===== config.mk =====
export PLATFORM = sky130hd
export DESIGN_NAME = uart_rx
export DESIGN_NICKNAME = d
export VERILOG_FILES = /design/src/rtl/uart_rx.sv
export SDC_FILE = /design/constraint.sdc
export NUM_CORES = 1
export LEC_CHECK = 0
export ABC_AREA = 1
export BUFFER_PORTS_ARGS = -buffer_cell sky130_fd_sc_hd__buf_2
export CAP_MARGIN = 20
export CORE_MARGIN = 10
export CORE_UTILIZATION = 49
export DETAILED_ROUTE_END_ITERATION = 16
export GPL_ROUTABILITY_DRIVEN = 1
export PLACE_DENSITY = 0.71
export SLEW_MARGIN = 20
export SYNTH_ARGS = -nofsm -noshare
export SYNTH_HDL_FRONTEND = slang
export SYNTH_SLANG_ARGS = --single-unit

===== constraint.sdc =====
create_clock -name i_clk -period 1.5 [get_ports i_clk]
set_clock_uncertainty 0.05 [all_clocks]
set_input_delay 0.15 -clock i_clk [delete_from_list [all_inputs] [get_ports i_clk]]
set_output_delay 0.15 -clock i_clk [all_outputs]
set_load 0.01 [all_outputs]

===== src/rtl/uart_rx.sv =====
// UART receiver: 2-flop synchronizer, PRESCALE oversampling, 8 data bits LSB first,
// optional even/odd parity, stop check, one-cycle result strobes.
module uart_rx #(
  parameter int unsigned PRESCALE = 8
) (
  input  logic       i_clk,
  input  logic       i_rst,
  input  logic       i_serial_data,
  input  logic       i_parity_enable,
  input  logic       i_parity_type,
  output logic [7:0] o_p_data,
  output logic       o_data_valid,
  output logic       o_parity_error,
  output logic       o_stop_error,
  output logic       o_busy
);

  localparam int unsigned CNT_W = (PRESCALE > 1) ? $clog2(PRESCALE) : 1;
  localparam logic [CNT_W-1:0] CNT_MAX    = CNT_W'(PRESCALE - 1);
  localparam logic [CNT_W-1:0] CNT_SAMPLE = CNT_W'(PRESCALE / 2 - 1);

  typedef enum logic [2:0] {
    S_IDLE,
    S_START,
    S_DATA,
    S_PARITY,
    S_STOP
  } state_e;

  state_e           state_q;
  logic [1:0]       sync_q;
  logic [CNT_W-1:0] cnt_q;
  logic [2:0]       bit_idx_q;
  logic [7:0]       shift_q;
  logic             pbit_q;
  logic             par_en_q;
  logic             par_type_q;

  logic rx_s;
  logic wrap_c;
  logic sample_c;
  logic perr_c;
  logic serr_c;

  assign rx_s     = sync_q[1];
  assign wrap_c   = (cnt_q == CNT_MAX);
  assign sample_c = (cnt_q == CNT_SAMPLE);
  assign perr_c   = par_en_q & (^shift_q ^ pbit_q ^ par_type_q);
  assign serr_c   = ~rx_s;

  // Line synchronizer; resets to the idle level so reset never looks like a start bit.
  always_ff @(posedge i_clk or negedge i_rst) begin
    if (!i_rst) begin
      sync_q <= 2'b11;
    end else begin
      sync_q <= {sync_q[0], i_serial_data};
    end
  end

  always_ff @(posedge i_clk or negedge i_rst) begin
    if (!i_rst) begin
      state_q        <= S_IDLE;
      cnt_q          <= '0;
      bit_idx_q      <= '0;
      shift_q        <= '0;
      pbit_q         <= 1'b0;
      par_en_q       <= 1'b0;
      par_type_q     <= 1'b0;
      o_p_data       <= '0;
      o_data_valid   <= 1'b0;
      o_parity_error <= 1'b0;
      o_stop_error   <= 1'b0;
      o_busy         <= 1'b0;
    end else begin
      o_data_valid   <= 1'b0;
      o_parity_error <= 1'b0;
      o_stop_error   <= 1'b0;
      cnt_q          <= wrap_c ? '0 : cnt_q + CNT_W'(1);

      unique case (state_q)
        S_IDLE: begin
          cnt_q <= '0;
          if (!rx_s) begin
            state_q    <= S_START;
            o_busy     <= 1'b1;
            par_en_q   <= i_parity_enable;
            par_type_q <= i_parity_type;
          end
        end

        S_START: begin
          if (sample_c && rx_s) begin
            state_q <= S_IDLE;
            o_busy  <= 1'b0;
          end else if (wrap_c) begin
            state_q   <= S_DATA;
            bit_idx_q <= '0;
          end
        end

        S_DATA: begin
          if (sample_c) begin
            shift_q <= {rx_s, shift_q[7:1]};
          end
          if (wrap_c) begin
            bit_idx_q <= bit_idx_q + 3'd1;
            if (bit_idx_q == 3'd7) begin
              state_q <= par_en_q ? S_PARITY : S_STOP;
            end
          end
        end

        S_PARITY: begin
          if (sample_c) begin
            pbit_q <= rx_s;
          end
          if (wrap_c) begin
            state_q <= S_STOP;
          end
        end

        // Leave at mid-stop so a back-to-back start edge is not missed.
        S_STOP: begin
          if (sample_c) begin
            state_q        <= S_IDLE;
            o_busy         <= 1'b0;
            o_p_data       <= shift_q;
            o_data_valid   <= ~perr_c & ~serr_c;
            o_parity_error <= perr_c;
            o_stop_error   <= serr_c;
          end
        end

        default: begin
          state_q <= S_IDLE;
          o_busy  <= 1'b0;
        end
      endcase
    end
  end

endmodule

# After elaboration in Yosys (flattened, before gate mapping)
# Cells that the tools add are included.
word_totals:
  regBits: 34
  output_inout_bits: 12
  word_cells: 75
classes:
  n_addsub: 2
  n_eq_ne: 16
  muxes: 25
  bitwise: 7
  n_reduce_logical: 12
op_table:
  columns: ["operator", "count"]
  rows:
  - ["2-to-1 mux 3 bit", 13]
  - ["!= test 2 bit, second input constant", 8]
  - ["case mux 3 bit (5 select lines)", 1]
  - ["== test 3 x 2 -> 1 bit, second input constant", 3]
  - ["== test 3 bit, second input constant", 3]
  - ["2-to-1 mux 1 bit", 9]
  - ["AND reduction 2 bit", 4]
  - ["AND reduction 4 bit", 2]
  - ["XOR reduction 8 bit", 1]
  - ["adder 3 x 1 -> 3 bit, second input constant", 2]
  - ["case mux 3 bit (2 select lines)", 1]
  - ["AND reduction 6 bit", 1]
  - ["case mux 1 bit (4 select lines)", 1]
  - ["== test 3 x 1 -> 1 bit, second input constant", 1]
  - ["zero test 3 bit", 1]
  - ["!= test 3 bit, second input constant", 1]
  - ["inverter 1 bit", 3]
  - ["AND 1 bit", 2]
  - ["nonzero test 2 bit", 1]
  - ["OR reduction 2 bit", 1]
  - ["XOR 1 bit", 2]
  - ["logical AND 1 bit", 1]

# Logic depth before layout (Yosys ltp)
logic_depth:
  word_depth: 8
  ltp_mapped: 10
  ltp_nobuf: 10

# Least setup slack after synthesis
# No wires, ideal clock.
synth_path:
  kind: "register to register"
  start: "register cnt_q[0]"
  end: "register bit_idx_q[0]"
  setup_time_ps: 125
  t_arrival_ps: 1398
  required_time_ps: 1325
  setup_slack_ps: -72
  path_stages_with_launch: 9
  n_path_buf: 0
  synth_period_minus_slack_ps: 1572
  path_cell_list: "dfrtp_1 ha_1 ha_1 nand2_1 nand3_1 nor2_2 o21ai_0 nand2_1 o31ai_1"
synth_via:
  elab_chain_cells: 4
  word_cells_on_any_way: 7
  classes_between: "eq/ne: 5; reduce/logical: 2"
synth_lines:
  columns: ["item", "line_no", "source"]
  rows:
  - ["start: declaration", "32", "logic [CNT_W-1:0] cnt_q;"]
  - ["start signal: assignment", "78", "cnt_q <= wrap_c ? '0 : cnt_q + CNT_W'(1);"]
  - ["== test 3 x 2 -> 1 bit", "47", "assign sample_c = (cnt_q == CNT_SAMPLE);"]
  - ["logical AND 1 bit", "92", "if (sample_c && rx_s) begin"]
  - ["!= test 2 bit (no source line)", null, null]
  - ["AND reduction 4 bit (no source line) (*)", null, null]
  - ["end signal: assignment", "106", "bit_idx_q <= bit_idx_q + 3'd1;"]
  - ["end: declaration", "33", "logic [2:0] bit_idx_q;"]
# Every way passes the cells marked *; elsewhere a longest branch is shown, timed or not.
# A chain may end at the register's enable or synchronous reset.

# Worst setup path after layout
layout_path:
  start: "register cnt_q[0]"
  end: "register state_q[1]"
layout_via:
  elab_chain_cells: 4
  word_cells_on_any_way: 10
  classes_between: "eq/ne: 6; mux: 2; reduce/logical: 2"
layout_lines:
  columns: ["item", "line_no", "source"]
  rows:
  - ["== test 3 x 2 -> 1 bit", "47", null]
  - ["logical AND 1 bit", "92", null]
  - ["!= test 3 bit (no source line) or 2-to-1 mux 3 bit (tied branches)", null, null]
  - ["AND reduction 6 bit (no source line) or case mux 3 bit (5 select lines) (tied branches)", null, null]
  - ["end signal: assignment", "108", "state_q <= par_en_q ? S_PARITY : S_STOP;"]
  - ["end: declaration", "30", "state_e state_q;"]
# Several ways; a longest one is shown, not always the timed one.

==> results.sh <==
export IMPL_relSlewSlack=0.725
export IMPL_synthArstFlopShare=1.00
export IMPL_row_count=20
export IMPL_ys_warn_count=0
export IMPL_path_clk_slew_ns=0.11
export IMPL_grt_overflow_total=0
export IMPL_rr_endpoint="state_q[1]"
export IMPL_fin_ws_ns=-0.00597
export IMPL_period_minus_slack_ns=1.51
export IMPL_synth_top_area_cell="dfrtp_1"
export IMPL_ir_drop_v=0.000791
export IMPL_synth_common_cells="nand2_1, dfrtp_1, inv_1"
export IMPL_core_area_sq_um=3100
export IMPL_cts_tree="done"
export IMPL_hold_violations=0
export IMPL_wl_microns=3180
export IMPL_hpwl_microns=2270
export IMPL_crit_type="flop to flop"
export IMPL_synth_area_per_cell_sq_um=8.85
export IMPL_setup_violations=1
export IMPL_clk_latency_ns=0.34
export IMPL_cts_buffers=5
export IMPL_wl_per_cell_microns=12.4
export IMPL_cts_sinks=34
export IMPL_antenna_left=0
export IMPL_yosysTopAreaCellShare=0.500
export IMPL_register_area_sq_um=856
export IMPL_area_delta_synth_final_pct=22.1
export IMPL_rsz0062_at_grt="yes"
export IMPL_die_h_microns=77.2
export IMPL_die_w_microns=77.2
export IMPL_nNetsFinal=222
export IMPL_yosysSeqAreaShare=0.533
export IMPL_synth_cell_type_count=26
export IMPL_powerDensity_nw_per_um2=1560
export IMPL_reg2reg_slack_ns=-0.006
export IMPL_cts_root_buf="clkbuf_4"
export IMPL_drv_cap=0
export IMPL_drive_gt1_frac=0.282
export IMPL_syn_nets=191
export IMPL_path_buf_inv=0
export IMPL_synthXorXnorAreaFrac=0.0109
export IMPL_max_stage_delay_ns=0.43
export IMPL_synth_simple_area_share=0.244
export IMPL_multiInputGateArea_sq_um=733
export IMPL_worst_path_most_repeated_cell="ha_4"
export IMPL_setup_tns_ns=-0.00597
export IMPL_ys_flop_type="dfrtp_1"
export IMPL_worstHoldPathType="primary input to asynchronous set/reset pin"
export IMPL_clockBufferDepth=2
export IMPL_start_kind="flop"
export IMPL_grt_antenna_before_repair=0
export IMPL_ctsHtreeMaxLevel=2
export IMPL_ys_ff_latch=34
export IMPL_synthCells=181
export IMPL_crit_family="simple AND/OR/NAND/NOR gates"
export IMPL_synthAdderAreaFrac=0.0391
export IMPL_io_buffer_count=16
export IMPL_fill_cells=284
export IMPL_vias_per_cell=4.84
export IMPL_place_congestion=0.777
export IMPL_grt_pass1_vias=1308
export IMPL_cp_data_arrival_time_ns=1.72
export IMPL_synth_edf_count=0
export IMPL_start_util=0.516
export IMPL_violations="setup timing"
export IMPL_yosys_mux_area_fraction=0.0141
export IMPL_grt_max_degree=35
export IMPL_fin_crit_sh=1.00
export IMPL_worst_pin_slew_ns=0.412
export IMPL_firstDrtPassIters=4
export IMPL_grt_pass1_wl_microns=5590
export IMPL_syn_cell_area_sq_um=1600
export IMPL_place_ws_ns=-0.0577
export IMPL_critPathSlowestCell="dfrtp_1"
export IMPL_cp_required_ns=1.71
export IMPL_io_pins=17
export IMPL_grt_usage=0.114
export IMPL_synth_compound_area_frac=0.107
export IMPL_yosysMostFrequentCell="nand2_1"
export IMPL_path_cells="ha_4 > ha_4 > nand2_4 > nand3_4 > nor2_4 > o21ai_4 > nand3b_4 > nand2_1 > o21ai_1"
export IMPL_synth_area_leaders="dfrtp_1, nand2_1, o21ai_2, inv_1, ha_1"
export IMPL_finalMaxSlewViolations=0
export IMPL_antennaDiodeCount=0
export IMPL_r2r_start="cnt_q[0]"
export IMPL_ff2ff_path_depth=9
export IMPL_end_kind="flop"
export IMPL_fmax_ghz=0.664
export IMPL_num_vias=1245
export IMPL_outcome="finished, violations left"
export IMPL_dieArea_sq_um=5960
export IMPL_p_leak_uw=0.000991
export IMPL_synth_top_family_by_area="simple AND/OR/NAND/NOR gates"
export IMPL_drt_iter0_drc=73
export IMPL_drc=0
export IMPL_cp_max_fo=4
export IMPL_utilization=0.630
-- state kept, by name, summed over array words and instances (netlist names), 2 cells and up --
register   count
shift_q        8
state_q        3
bit_idx_q      3
o_p_data       8
sync_q         2
cnt_q          3
-- layout by cell type (no fill, tap or decap), types with 2 or more instances in the layout --
cell	instances
inv_2	3
buf_4	6
nand3_1	6
nand2_2	2
ha_1	2
clkbuf_4	5
inv_1	15
buf_2	16
dlygate4sd3_1	4
o21ai_2	8
mux2_2	2
clkbuf_8	3
a21oi_1	2
ha_4	2
dfrtp_1	30
o21ai_1	12
nand2_1	64
o21ai_0	3
dfstp_2	2
dfrtp_2	2
nor2_1	10
nand2_4	2
nor2_4	2
-- metal layers --
metal	wire length [microns]	track usage	share of wire	vias to the layer above
met5	0	0	0	-
met4	50	0.0456	0.016	0
met3	142	0.0478	0.045	5
met2	1730	0.207	0.55	15
met1	1250	0.112	0.39	585
li1	-	-	-	640
-- stage by stage --
stage	instances	area, sq um	hold slack (ns)	total power, uW
2_1_floorplan	181	1620	-0.196	1990
3_3_place_gp	243	1770	0.142	2190
3_5_place_dp	243	1770	0.152	2250
4_1_cts	257	1920	0.308	2980
5_1_grt	257	1960	0.321	3310
6_report	257	1960	0.302	3060
-- area by class of cell --
class	instances	area share
Multi-Input combinational cell	127	0.375
Tap cell	44	0.0282
Timing Repair Buffer	26	0.0845
Clock buffer	8	0.0403
Inverter	18	0.0345
Sequential cell	34	0.438
-- worst register-to-register path: stages (launching register included) --
cell	delay, ns
dfrtp_1	0.43
ha_4	0.19
ha_4	0.17
nand2_4	0.07
nand3_4	0.07
nor2_4	0.16
o21ai_4	0.08
nand3b_4	0.10
nand2_1	0.05
o21ai_1	0.07
-- how the worst max path moves through the flow --
stage	from	to	slack, ns	depth (start not counted)
final	cnt_q[0]	state_q[1]	-0.006	9
after global routing	cnt_q[0]	state_q[1]	-0.1	9
after CTS	cnt_q[0]	state_q[1]	0.01	9
after detailed placement	cnt_q[0]	state_q[1]	-0.06	9
after global placement	cnt_q[0]	state_q[1]	-0.00002	9
after floorplan	cnt_q[0]	state_q[1]	0.03	9
-- where the power goes --
group / switching, uW / leakage (uW) / internal [uW] / total (uW)
Sequential: 204 / 0.000450 / 1090 / 1300
Clock: 300 / 0.0000446 / 320 / 620
Combinational: 616 / 0.000496 / 524 / 1140
-- repair_timing --
| action | 4_1_cts | 5_1_grt |
|---|---|---|
| buffers inserted | 2 | 0 |
| gates resized for setup | 4 | 11 |
| pin swaps | 4 | 4 |
| endpoints found under the hold margin | 35 | 0 |
| hold buffers | 4 | 0 |
| endpoints found under the setup margin | 6 | 22 |
-- kinds of logic (layout without fill, tap and decap cells) --
family | Yosys count | in the layout
AND/OR/NAND/NOR | 91 | 91
XOR/XNOR | 2 | 2
flip-flops | 34 | 34
adder cells (fa/ha/maj) | 5 | 5
buffers and inverters | 20 | 52
multiplexers | 2 | 2
AO/OA/AOI/OAI | 27 | 27
No activity file was read; power rests on OpenSTA's default activity.
